## src/rtl/nn_layer_sequencer_pkg.sv

```systemverilog
// Shared types and constants for the layer sequencer: state encoding and array geometry.
package nn_seq_pkg;

  localparam int unsigned ROWS       = 32;
  localparam int unsigned NUM_LAYERS = 4;
  localparam int unsigned DATA_W     = 8;

  typedef enum logic [2:0] {
    ST_IDLE    = 3'd0,
    ST_LOAD    = 3'd1,
    ST_CLEAR   = 3'd2,
    ST_COMPUTE = 3'd3,
    ST_WB      = 3'd4,
    ST_DONE    = 3'd5
  } seq_state_t;

endpackage

```

## src/rtl/nn_layer_sequencer.sv

```systemverilog
// Sequences one inference: ifmap load, then per layer clear / 32 gated MAC rows / write-back.
module nn_layer_sequencer #(
  parameter int unsigned NUM_LAYERS = nn_seq_pkg::NUM_LAYERS,
  parameter int unsigned ROWS       = nn_seq_pkg::ROWS,
  parameter int unsigned ADDR_W     = 5,
  parameter int unsigned LAYER_W    = 2
) (
  input  logic               clk,
  input  logic               reset,
  input  logic               start,
  input  logic [LAYER_W:0]   cfg_num_layers,
  input  logic               weight_valid,
  input  logic               abort,
  output logic               busy,
  output logic               done,
  output logic               ifmap_sel,
  output logic               mem_write_enable,
  output logic [ADDR_W-1:0]  mem_addr,
  output logic               acc_enable,
  output logic               acc_reset,
  output logic               weight_req,
  output logic [LAYER_W-1:0] layer_idx,
  output logic [ADDR_W-1:0]  row_idx
);

  import nn_seq_pkg::*;

  seq_state_t         r_state;
  seq_state_t         w_next_state;
  logic [LAYER_W:0]   r_num_layers;
  logic [LAYER_W-1:0] r_layer_idx;
  logic [ADDR_W-1:0]  r_row_idx;

  logic [LAYER_W:0]   w_num_clamped;
  logic               w_last_row;
  logic               w_last_layer;
  logic               w_accept_start;

  assign w_num_clamped  = (cfg_num_layers > (LAYER_W+1)'(NUM_LAYERS)) ?
                          (LAYER_W+1)'(NUM_LAYERS) : cfg_num_layers;
  assign w_last_row     = (r_row_idx == ADDR_W'(ROWS - 1));
  assign w_last_layer   = (((LAYER_W+1)'(r_layer_idx) + (LAYER_W+1)'(1)) == r_num_layers);
  assign w_accept_start = (r_state == ST_IDLE) && start && !abort;

  // State register and latched layer count
  always_ff @(posedge clk) begin
    if (reset) begin
      r_state      <= ST_IDLE;
      r_num_layers <= '0;
    end else begin
      r_state <= w_next_state;
      if (w_accept_start) r_num_layers <= w_num_clamped;
    end
  end

  // Row / layer counters; row wraps to 0 on the same edge that leaves COMPUTE
  always_ff @(posedge clk) begin
    if (reset || abort) begin
      r_layer_idx <= '0;
      r_row_idx   <= '0;
    end else begin
      case (r_state)
        ST_CLEAR:   r_row_idx <= '0;
        ST_COMPUTE: if (weight_valid) r_row_idx <= w_last_row ? '0 : r_row_idx + ADDR_W'(1);
        ST_WB:      if (!w_last_layer) r_layer_idx <= r_layer_idx + LAYER_W'(1);
        ST_DONE: begin
          r_layer_idx <= '0;
          r_row_idx   <= '0;
        end
        default: ;
      endcase
    end
  end

  // Next-state logic; abort overrides every transition
  always_comb begin
    w_next_state = r_state;
    case (r_state)
      ST_IDLE:    if (w_accept_start) w_next_state = ST_LOAD;
      ST_LOAD:    w_next_state = (r_num_layers == '0) ? ST_DONE : ST_CLEAR;
      ST_CLEAR:   w_next_state = ST_COMPUTE;
      ST_COMPUTE: if (weight_valid && w_last_row) w_next_state = ST_WB;
      ST_WB:      w_next_state = w_last_layer ? ST_DONE : ST_CLEAR;
      ST_DONE:    w_next_state = ST_IDLE;
      default:    w_next_state = ST_IDLE;
    endcase
    if (abort && (r_state != ST_IDLE)) w_next_state = ST_IDLE;
  end

  // Output decode from registered state; acc_enable alone follows weight_valid
  always_comb begin
    busy             = (r_state != ST_IDLE);
    done             = 1'b0;
    ifmap_sel        = 1'b0;
    mem_write_enable = 1'b0;
    acc_enable       = 1'b0;
    acc_reset        = 1'b0;
    weight_req       = 1'b0;
    layer_idx        = r_layer_idx;
    row_idx          = r_row_idx;
    mem_addr         = r_row_idx;
    case (r_state)
      ST_IDLE:  acc_reset = 1'b1;
      ST_LOAD: begin
        ifmap_sel        = 1'b1;
        mem_write_enable = 1'b1;
      end
      ST_CLEAR: acc_reset = 1'b1;
      ST_COMPUTE: begin
        weight_req = 1'b1;
        acc_enable = weight_valid;
      end
      ST_WB:    mem_write_enable = 1'b1;
      ST_DONE:  done = 1'b1;
      default: ;
    endcase
  end

endmodule

```

## config.mk

```make
export PLATFORM = sky130hd
export DESIGN_NAME = nn_layer_sequencer
export DESIGN_NICKNAME = d
export VERILOG_FILES = /design/src/rtl/nn_layer_sequencer_pkg.sv /design/src/rtl/nn_layer_sequencer.sv
export SDC_FILE = /design/constraint.sdc
export NUM_CORES = 1
export LEC_CHECK = 0
export BUFFER_PORTS_ARGS = -buffer_cell sky130_fd_sc_hd__buf_2
export CAP_MARGIN = 20
export CORE_MARGIN = 3
export CORE_UTILIZATION = 31
export DETAILED_ROUTE_END_ITERATION = 7
export PLACE_DENSITY = 0.54
export SLEW_MARGIN = 20
export SYNTH_ARGS = -nofsm -noshare
export SYNTH_HDL_FRONTEND = slang
export SYNTH_SLANG_ARGS = --single-unit
```

## constraint.sdc

```tcl
create_clock -name clk -period 4.6 [get_ports clk]
set_clock_uncertainty 0.05 [all_clocks]
set_input_delay 0.46 -clock clk [delete_from_list [all_inputs] [get_ports clk]]
set_output_delay 0.46 -clock clk [all_outputs]
set_load 0.02 [all_outputs]
```

### Word level (Yosys, flattened, before mapping)

Cells that the tools add are included.

* register bits: 13

* eq/ne operators: 11
* mux-type cells: 17
* reductions and logical operators: 18
* add/subtract/negate cells: 3
* order comparisons: 1

Operators with widths (number)
* $mux W3: 5
* $pmux W3 S5: 1
* $mux W5: 2
* $pmux W5 S2: 1
* $ne A2 B2 Y1 const B: 4
* $reduce_or A2 Y1: 4
* $eq A3 B2 Y1 const B: 2
* $eq A3 B3 Y1 const B: 2
* $logic_not A3 Y1: 2
* $mux W1: 6
* $reduce_and A2 Y1: 3
* $add A5 B1 Y5 const B: 1
* $eq A5 B5 Y1 const B: 1
* $logic_and A1 B1 Y1: 4
* $pmux W2 S2: 1
* $reduce_bool A2 Y1: 2
* $add A2 B1 Y3 const B: 1
* $eq A3 B1 Y1 const B: 1
* $eq A3 B3 Y1: 1
* $gt A3 B3 Y1 const B: 1
* $reduce_bool A3 Y1: 1
* $add A2 B1 Y2 const B: 1
* $mux W2: 1
* $logic_not A1 Y1: 1
* $logic_or A1 B1 Y1: 1

### Depth between registers and ports, before layout

Gate-level depths: netlist of run 1.

* word-level depth: 5
* mapped depth: 7
* depth with buffers taken out: 7

### Worst setup path before layout of run 1

OpenSTA, ideal clock, no wires.

* path type: register -> register
* from: reg r_layer_idx[0] (netlist: layer_idx[0])
* to: reg r_layer_idx[0] (netlist: layer_idx[0])
* stages on the path, launching flop included: 6
* buffers on the path: 0
* arrival time: 1630 ps
* setup slack: 2848 ps
* required time: 4478 ps
* period minus slack after synthesis: 1752 ps
* cell sequence: dfxtp_1 > ha_1 > xor2_1 > nor3_1 > nor4_1 > mux2i_1

* longest elaborated chain between the ends: 4

RTL lines
* start, declared: RTL line nn_layer_sequencer.sv:31 `logic [LAYER_W-1:0] r_layer_idx;`
* start signal, assigned: RTL line nn_layer_sequencer.sv:65 `ST_WB: if (!w_last_layer) r_layer_idx <= r_layer_idx + LAYER_W'(1);`
* $add A2 B1 Y3: RTL line nn_layer_sequencer.sv:42 `assign w_last_layer = (((LAYER_W+1)'(r_layer_idx) + (LAYER_W+1)'(1)) == r_num_layers);`
* $eq A3 B3 Y1: RTL line nn_layer_sequencer.sv:42
* $ne A2 B2 Y1 (no source line)
* $reduce_and A2 Y1 (no source line)

Parallel ways exist; a longest one is shown, timed or not. The select of a mux whose other input is x is not followed.
A chain may end at the register's enable or synchronous reset.

### Worst setup path in the final report of run 1

* from: reg r_state[1]
* to: out acc_enable

* longest elaborated chain between the ends: 2

RTL lines
* start, declared: RTL line nn_layer_sequencer.sv:28 `seq_state_t r_state;`
* start signal, assigned: RTL line nn_layer_sequencer.sv:51 `r_state <= w_next_state;`
* $eq A3 B2 Y1: RTL line nn_layer_sequencer.sv:102 `case (r_state)`
* $mux W1: RTL line nn_layer_sequencer.sv:102
* end, declared: RTL line nn_layer_sequencer.sv:19 `output logic acc_enable,`

Every way passes these cells.

==> out/metrics.cfg, run 1 <==
[final_layout]
drive_gt1_frac = 0.2683
utilization = 0.4053
fill_cells = 274
diodes = 0
area_growth_pct = 17.52
nets = 135

[worst_setup_path]
criticalPathCategory = flop to output pin
cp.required_ns = 4.09
path_max_fanout = 16
r2r_setup_slack_ns = 2.71
cp_slowest_stage_delay_ns = 0.62
cp-end-kind = output pin
critPathLaunchType = flop
crit_slowest_cell = dfxtp_1
reg2reg_depth = 4
cp.arrival_ns = 1.46
path_cells = and4b_1 -> buf_2
r2r-start = r_state[2]$_SDFFE_PP0P_
r2r-end = r_num_layers[1]$_SDFFE_PP0P_

[cts]
cts_tree = yes
ctsResizeCount = 0
postCtsSetupRepairBufs = 0
ctsRootBufferMaster = clkbuf_4
clock_latency_ns = 0.27
numCtsBuffers = 3
cts.clk_slew.worst_paths_ns = 0.08
htreeDepth = 1
cts.path.max_buffers = 2
postCtsHoldBufs = 0
cts.sinks = 13

[synthesis]
yosys.area_share.simple = 0.3256
synth_top_family_by_area = simple AND/OR/NAND/NOR gates
synthMuxAreaShare = 0.04961
synth_cell_type_count = 34
synth-compound-area-share = 0.1411
synthesis.nets = 112
netlist_instances = 101
synth_adder_area_share = 0.04651
ys_seq_area_frac = 0.3225
synth_area_sq_um = 807.0
synth_xor_area_frac = 0.04341
ys_ff_latch = 13
synth.avg_cell_area_sq_um = 7.990
yosysWarnings = 0

[min_path]
min_path_cells = 2
min_path_type = primary input to flop
min_to = r_num_layers[1]$_SDFFE_PP0P_
hold_start = reset

[global_route]
grt_usage = 0.1225
antenna_found_initial = 0
grt_first_pass_wirelength_mm = 3.167
grt_pass1_vias = 701
overflow = 0
grt_max_degree = 17

[floorplanning]
chipHeight_um = 57.02
coreArea_sq_um = 2340
die-area_sq_um = 3251
placementRows = 17
initial_utilization = 0.3449
io_pins = 27
dieWidth_um = 57.02

[power]
p_clk_frac = 0.326
pwr-share-comb = 0.139
vdd_drop_max_v = 0.0001311
leakage_nw = 0.4373
swShare = 0.2764
seqPwrFrac = 0.534
p_int_mw = 0.1619
power_switching_mw = 0.06183
power.density_nw_per_um2 = 235.9

[sta]
min_period_ns = 1.969
rsz0062_at_grt = no
timing.final.crit_share = 0.4279
hold_violations = 0
worst_slew_pin_slew_ns = 0.6417
worst_slew_margin_rel = 0.5683
tns_ns = 0
slew_viol_final = 0
finalSetupViolations = 0
clock.fmax_mhz = 508.0

[detailed_routing]
drc = 0
drtIter0Drc = 9
ant_nets = 0
avgViaCountPerCell = 5.192
dr.pass1.iters = 4
wl_mm = 1.816
via_count = 784
wl_per_cell_um = 12.03

[flow_run]
cap_violations = 0

[status]
status = finished, final reports clean

[placed_design]
dp_hpwl_mm = 1.397
gp_congestion = 0.7936
io_buffers = 26

## cells in the final DEF (no fill, tap or decap), types with 3 or more instances in the layout
cell type,n
buf_2,26
dfxtp_1,13
nor2_1,12
nand2_1,8
nand3_1,7
a21oi_1,7
o21ai_0,5
mux2i_1,4
nor2b_1,3
ha_1,3
clkbuf_4,3
## per-layer routing
metal,part of all wire,track usage,up-vias
met3,0.045,0.03394,2
met2,0.47,0.1811,16
met5,0,0,-
met1,0.48,0.1673,367
met4,0.0066,0.04967,0
li1,-,-,399
## final cells by class
type | count | area, sq um | share of cell area
inverters | 2 | 7.507 | 0.007916
flip-flops and latches | 13 | 260.3 | 0.2744
clock buffers | 4 | 26.28 | 0.02770
multi-input cells | 78 | 489.2 | 0.5158
well taps | 28 | 35.03 | 0.03694
repair buffers | 26 | 130.1 | 0.1372
## kinds of logic (layout without fill, tap and decap cells)
| group | count (synthesis) | in the layout |
|---|---|---|
| mux | 4 | 4 |
| buf+inv | 10 | 32 |
| flops | 13 | 13 |
| fa+ha+maj | 3 | 3 |
| simple gates | 48 | 48 |
| xor+xnor | 4 | 4 |
| compound gates | 19 | 19 |
## power groups by stage
stage | sequential (mW) | combinational [mW] | clock (mW)
floorplan | 0.119 | 0.0234 | 0
global placement | 0.122 | 0.0316 | 0
detailed placement | 0.122 | 0.0316 | 0
CTS | 0.120 | 0.0316 | 0.0767
global route | 0.121 | 0.0350 | 0.0851
finish | 0.120 | 0.0312 | 0.0730
## worst max path at each step
| stage | startpoint | end | cells past startpoint |
|---|---|---|---|
| after floorplan | layer_idx[0]$_SDFFE_PP0P_ | layer_idx[0]$_SDFFE_PP0P_ | 5 |
| after global placement | r_state[2]$_SDFFE_PP0P_ | r_num_layers[1]$_SDFFE_PP0P_ | 4 |
| after detailed placement | r_state[2]$_SDFFE_PP0P_ | r_num_layers[0]$_SDFFE_PP0P_ | 4 |
| after CTS | r_state[0]$_SDFFE_PP0P_ | weight_req | 3 |
| after global routing | r_state[1]$_SDFFE_PP0P_ | acc_enable | 2 |
| final | r_state[1]$_SDFFE_PP0P_ | acc_enable | 2 |
## per-stage QoR
| step | setup slack (ns) | cell area, sq um | cells | hold slack (ns) | power (mW) |
|---|---|---|---|---|---|
| after floorplan | 2.848 | 807.0 | 101 | 0.4006 | 0.1425 |
| after global placement | 2.764 | 922.1 | 147 | 0.4236 | 0.1535 |
| after detailed placement | 2.729 | 922.1 | 147 | 0.4256 | 0.1537 |
| after CTS | 2.629 | 948.4 | 151 | 0.3650 | 0.2279 |
| after global routing | 2.492 | 948.4 | 151 | 0.3507 | 0.2407 |
| final | 2.631 | 948.4 | 151 | 0.3752 | 0.2237 |
## sequential cells by signal, summed over array words and instances, names as in the netlist
signal / cells
layer_idx: 2
mem_addr: 5
r_num_layers: 3
r_state: 3
## worst max-delay path: cells and delay by family (launching register included)
family | cells | cell delay, ns
buffers and inverters | 1 | 0.20
AND/OR/NAND/NOR | 1 | 0.36
flip-flops | 1 | 0.62
## cells in the mapped netlist, drive strengths merged
cell type,number,share of area
or2,1,0.0078
or3b,4,0.047
clkbuf,1,0.0046
a21oi,7,0.043
nor3,2,0.012
and2,2,0.016
o211ai,1,0.0093
o21a,1,0.0093
a22oi,2,0.019
nand3,7,0.043
xnor2,2,0.022
or3,2,0.022
nor2,12,0.056
buf,7,0.057
a221oi,2,0.022
o21ai,5,0.031
mux2i,4,0.050
inv,2,0.0093
and3,1,0.0078
a31oi,1,0.0078
nor4,2,0.016
nand3b,2,0.019
dfxtp,13,0.32
and4b,1,0.012
nand2,8,0.037
nor2b,3,0.023
xor2,2,0.022
nand2b,1,0.0078
ha,3,0.047
No activity file was read; power rests on OpenSTA's default activity.
==> inputs of run 2 (changes only) <==
--- a/config.mk
+++ b/config.mk
@@ -5,12 +5,13 @@
 export SDC_FILE = /design/constraint.sdc
 export NUM_CORES = 1
 export LEC_CHECK = 0
+export ABC_AREA = 1
 export BUFFER_PORTS_ARGS = -buffer_cell sky130_fd_sc_hd__buf_2
 export CAP_MARGIN = 20
 export CORE_MARGIN = 3
 export CORE_UTILIZATION = 31
 export DETAILED_ROUTE_END_ITERATION = 7
-export PLACE_DENSITY = 0.54
+export PLACE_DENSITY = 0.53
 export SLEW_MARGIN = 20
 export SYNTH_ARGS = -nofsm -noshare
 export SYNTH_HDL_FRONTEND = slang
==> constraint.sdc (replaced) <==
create_clock -name clk -period 1.9 [get_ports clk]
set_clock_uncertainty 0.05 [all_clocks]
set_input_delay 0.19 -clock clk [delete_from_list [all_inputs] [get_ports clk]]
set_output_delay 0.19 -clock clk [all_outputs]
set_load 0.02 [all_outputs]
==> run 2 against run 1 <==
Effect of this change: register-to-register slack worse by 2.3 ns; area after synthesis up 9.6%; die area rose by 8.6%; sequential share of layout area is 2.4 points lower.
==> out/metrics.cfg, run 2 <==
[detailed_routing]
wl_per_cell_um = 10.64
routed-wl-met3_um = 89
avgViaCountPerCell = 4.438
dr_wl_met2_um = 831
highest_layer = met4
ant_nets = 0
drtIter0Drc = 24
dr.pass1.iters = 4
m1WireLength_um = 935
wl_mm = 1.872
drc = 0
via_count = 781

[sta]
timing.final.crit_share = 0.8323
worst_slew_pin_slew_ns = 0.3206
min_period_ns = 1.581
finalSetupViolations = 0
worst_slew_margin_rel = 0.7860
tns_ns = 0
rsz0062_at_grt = no
finalWorstSetupSlack_ns = 0.3187
clock.fmax_mhz = 632.4
hold_violations = 0
slew_viol_final = 0

[synthesis]
yosysMostFrequentCell = nand2_1
synth_cell_type_count = 24
yosysWarnings = 0
synth.avg_cell_area_sq_um = 7.311
synthTopCellsByCount = 25 x nand2_1, 18 x inv_1, 13 x dfxtp_1
async_flop_share = 0
ys.flop_type = dfxtp_1
synth_top_cell_by_area = dfxtp_1
netlist_instances = 121
synth_area_leaders = dfxtp_1 29%, nand2_1 11%, inv_1 7.6%
ys_ff_latch = 13
synthesis.nets = 132
synth_top_cell_area_share = 0.2942
ys_seq_area_frac = 0.2942
synth_area_sq_um = 884.6
synth_edf_count = 0

[final_layout]
mostFrequentLayoutCells = 26 x buf_2, 25 x nand2_1, 18 x inv_1
drive_gt1_frac = 0.3356
largest_reg_flops = 5
fill_cells = 285
nets = 158
diodes = 0
final_common_cell = buf_2
finalInstanceArea_sq_um = 1041
area_growth_pct = 17.68
utilization = 0.4019

[floorplanning]
placementRows = 18
chipHeight_um = 59.42
die-area_sq_um = 3531
dieWidth_um = 59.42
io_pins = 27
initial_utilization = 0.3415
coreArea_sq_um = 2590

[power]
power.density_nw_per_um2 = 918.5
leakage_nw = 0.5274
vdd_drop_max_v = 0.0006497

[placed_design]
dp_slack_ns = 0.3926
io_buffers = 26
dpl-instance-area_sq_um = 1015
gp_congestion = 0.7836
dp_hpwl_mm = 1.564

[cts]
postCtsHoldBufs = 0
clock_latency_ns = 0.28
postCtsSetupRepairBufs = 0
cts.sinks = 13
ctsResizeCount = 0
ctsRootBufferMaster = clkbuf_4
htreeDepth = 1
cts_tree = yes
cts.path.max_buffers = 2
numCtsBuffers = 3
cts.clk_slew.worst_paths_ns = 0.09

[status]
status = finished, final reports clean

[flow_run]
cap_violations = 0

[worst_setup_path]
path_max_fanout = 7
criticalPathCategory = flop to output pin
cp.required_ns = 1.66
cp-end-kind = output pin
cp.arrival_ns = 1.34
critPathLaunchType = flop

[global_route]
antenna_found_initial = 0
grt_usage = 0.1199
grt_max_degree = 8
overflow = 0
grt_pass1_vias = 715
grt_first_pass_wirelength_mm = 3.174

[min_path]
min_path_type = primary input to flop

run 2: cells by family after synthesis:
| logic type | Yosys count | synth area share |
|---|---|---|
| AOI/OAI and AO/OA | 15 | 0.1004 |
| xor gates and xnor gates | 2 | 0.01981 |
| and+or+nand+nor | 62 | 0.4116 |
| DFF | 13 | 0.2942 |
| adders and majority gates | 3 | 0.04244 |
| buffers and inverters | 26 | 0.1315 |
run 2: per-layer routing:
metal  global-route usage  vias to the layer above
li1                     -                      426
met1               0.1623                      336
met2               0.1778                       17
met3              0.02614                        2
met4              0.05825                        0
met5                    0                        -
run 2: stage by stage:
stage / hold WS [ns] / std cells / power (mW)
6_report: 0.09829 / 176 / 0.9561
5_1_grt: 0.1076 / 176 / 1.033
4_1_cts: 0.09483 / 176 / 0.9664
3_5_place_dp: 0.3876 / 172 / 0.7916
3_3_place_gp: 0.3855 / 172 / 0.7881
2_1_floorplan: 0.2091 / 121 / 0.6908
run 2: layout make-up:
class	instances	area, sq um	area share
clock buffer	4	26.28	0.02524
sequential	13	260.3	0.2500
tap	30	37.54	0.03606
multi-input combinational	82	508.0	0.4880
inverter	21	78.83	0.07572
timing repair buffer	26	130.1	0.1250
run 2: power by group:
group | total (mW) | leakage (nW) | internal [mW] | switching, mW
logic | 0.444 | 0.407 | 0.149 | 0.295
registers | 0.338 | 0.105 | 0.298 | 0.0400
clock network | 0.174 | 0.0150 | 0.0814 | 0.0931
total | 0.956 | 0.527 | 0.528 | 0.428
run 2: worst paths after layout:
kind                                     start                           end  slack (ns)  depth (start not counted)
hold reg to reg   r_num_layers[1]$_SDFFE_PP0P_  r_num_layers[1]$_SDFFE_PP0P_        0.45                          2
setup / recovery       r_state[0]$_SDFFE_PP0P_                    acc_enable        0.32                          3
setup reg to reg      mem_addr[0]$_SDFFE_PP0P_       r_state[0]$_SDFFE_PP0P_        0.39                          8
hold / removal                           reset  r_num_layers[0]$_SDFFE_PP0P_         0.1                          2
run 2: critical path, stage by stage (launching register included):
cell     delay, ns
dfxtp_1       0.52
nand3_4       0.16
nor2_8        0.19
buf_2         0.19
==> inputs of run 3 (changes only) <==
--- a/config.mk
+++ b/config.mk
@@ -5,13 +5,13 @@
 export SDC_FILE = /design/constraint.sdc
 export NUM_CORES = 1
 export LEC_CHECK = 0
-export ABC_AREA = 1
+export ABC_AREA = 0
 export BUFFER_PORTS_ARGS = -buffer_cell sky130_fd_sc_hd__buf_2
 export CAP_MARGIN = 20
 export CORE_MARGIN = 3
 export CORE_UTILIZATION = 31
 export DETAILED_ROUTE_END_ITERATION = 7
-export PLACE_DENSITY = 0.53
+export PLACE_DENSITY = 0.56
 export SLEW_MARGIN = 20
 export SYNTH_ARGS = -nofsm -noshare
 export SYNTH_HDL_FRONTEND = slang
==> constraint.sdc (replaced) <==
create_clock -name clk -period 1.45 [get_ports clk]
set_clock_uncertainty 0.05 [all_clocks]
set_input_delay 0.145 -clock clk [delete_from_list [all_inputs] [get_ports clk]]
set_output_delay 0.145 -clock clk [all_outputs]
set_load 0.02 [all_outputs]
==> run 3 against run 2 <==
Effect of this change: the run now ends with negative setup slack left; sequential power grew 8.0%; worst hold slack lost 0.038 ns; combinational power shrank 61%.
==> out/metrics.cfg, run 3 (synthesis results as in run 1) <==
[cts]
cts.clk_slew.worst_paths_ns = 0.08
cts_tree = yes
cts.path.max_buffers = 2
postCtsHoldBufs = 0
cts.sinks = 13
ctsRootBufferMaster = clkbuf_4
numCtsBuffers = 3
htreeDepth = 1
clock_latency_ns = 0.27

[worst_setup_path]
cp.required_ns = 1.61
path_max_fanout = 3
reg2reg_depth = 4
cp_slowest_stage_delay_ns = 0.39
worst-path-buf-inv = 0
crit_family = simple AND/OR/NAND/NOR gates
criticalPathCategory = flop to flop
path_cells = or3_4 -> or3b_4 -> or3b_1 -> a21oi_2
cp.arrival_ns = 1.86
critPathLaunchType = flop
crit_slowest_cell = or3b_4
cp-end-kind = flop
crit_cells = 4

[sta]
clock.fmax_mhz = 588.7
slew_viol_final = 0
worst_slew_pin_slew_ns = 0.3339
min_period_ns = 1.699
holdWs_ns = 0.06033
rsz0062_at_grt = yes
hold_violations = 0
timing.final.crit_share = 1.172
finalSetupViolations = 10
worst_slew_margin_rel = 0.7757
finalWorstSetupSlack_ns = -0.2487

[floorplanning]
initial_utilization = 0.3449
die-area_sq_um = 3251
chipHeight_um = 57.02
io_pins = 27
coreArea_sq_um = 2340
dieWidth_um = 57.02
placementRows = 17

[detailed_routing]
drtIter0Drc = 12
wl_per_cell_um = 12.93
drc = 0
wl_mm = 2.315
via_count = 882
avgViaCountPerCell = 4.927
dr.pass1.iters = 4
ant_nets = 0

[final_layout]
largest_reg_flops = 5
drive_gt1_frac = 0.5695
nets = 163
final_common_cell = buf_4
area_growth_pct = 65.43
diodes = 0
mostFrequentLayoutCells = 25 x buf_4, 21 x buf_2, 11 x nor2_1
fill_cells = 227

[placed_design]
dp_slack_ns = -0.2309
io_buffers = 26
dp_hpwl_mm = 1.601
gp_congestion = 0.7513

[global_route]
grt_first_pass_wirelength_mm = 3.519
grt_usage = 0.1366
antenna_found_initial = 0
overflow = 0
grt_max_degree = 16
grt_pass1_vias = 757

[status]
status = complete, but fails checks
violations = negative setup slack

[power]
leakage_nw = 0.5893
vdd_drop_max_v = 0.0005742
p_total_mw = 0.7643
power.density_nw_per_um2 = 572.5

[flow_run]
cap_violations = 0

[min_path]
min_path_type = primary input to flop
min_path_cells = 2

[run 3: cell types whose count changed in the layout (fill, tap and decap cells not counted), moves of 4 or more]
cell     change
inv_1       -17
buf_4       +25
nand2_1     -17
mux2i_1      +4
dfxtp_1      -6
buf_2        -5
buf_6        +6
[run 3: report_power, final]
| group | total, mW | internal, mW | leakage, nW | switching (mW) |
|---|---|---|---|---|
| Clock | 0.223 | 0.106 | 0.0150 | 0.117 |
| Sequential | 0.365 | 0.359 | 0.109 | 0.00680 |
| Combinational | 0.175 | 0.0913 | 0.465 | 0.0842 |
[run 3: worst paths after layout]
check | slack (ns) | start | end
worst min-delay path | 0.06 | reset | r_num_layers[1]$_SDFFE_PP0P_
worst min register to register | 0.47 | r_num_layers[0]$_SDFFE_PP0P_ | r_num_layers[0]$_SDFFE_PP0P_
worst max register to register | -0.25 | r_state[2]$_SDFFE_PP0P_ | r_num_layers[0]$_SDFFE_PP0P_
worst max-delay path | -0.25 | r_state[2]$_SDFFE_PP0P_ | r_num_layers[0]$_SDFFE_PP0P_
[run 3: worst register-to-register path, cell delays in order, from the launching register on]
cell	delay (ns)
dfxtp_2	0.33
or3_4	0.38
or3b_4	0.39
or3b_1	0.37
a21oi_2	0.13
[run 3: through the flow]
| step | cells | setup TNS (ns) | util | instance area (sq um) |
|---|---|---|---|---|
| 2_1_floorplan | 101 | -0.6122 | - | 845.8 |
| 3_3_place_gp | 163 | -0.8070 | 0.4620 | 1081 |
| 3_5_place_dp | 163 | -0.8907 | 0.4620 | 1081 |
| 4_1_cts | 167 | -0.8738 | 0.4968 | 1162 |
| 5_1_grt | 179 | -1.965 | 0.5706 | 1335 |
| 6_report | 179 | -1.124 | 0.5706 | 1335 |
[run 3: metal layers]
| layer | track usage | share of wire | vias up |
|---|---|---|---|
| li1 | - | - | 461 |
| met1 | 0.2005 | 0.49 | 406 |
| met2 | 0.1941 | 0.46 | 13 |
| met3 | 0.02941 | 0.035 | 2 |
| met4 | 0.04967 | 0.0086 | 0 |
| met5 | 0 | 0 | - |
[run 3: layout make-up]
class | instances | area [sq um] | area share
repair buffers | 54 | 395.4 | 0.2962
clock buffers | 4 | 26.28 | 0.01968
multi-input cells | 78 | 595.6 | 0.4461
well taps | 28 | 35.03 | 0.02624
inverters | 2 | 7.507 | 0.005623
flip-flops and latches | 13 | 275.3 | 0.2062
[run 3: what timing repair did]
item | CTS | global route
setup buffers | 0 | 12
setup endpoints to repair | 14 | 18
pin swaps | 7 | 7
gates resized for setup | 15 | 22
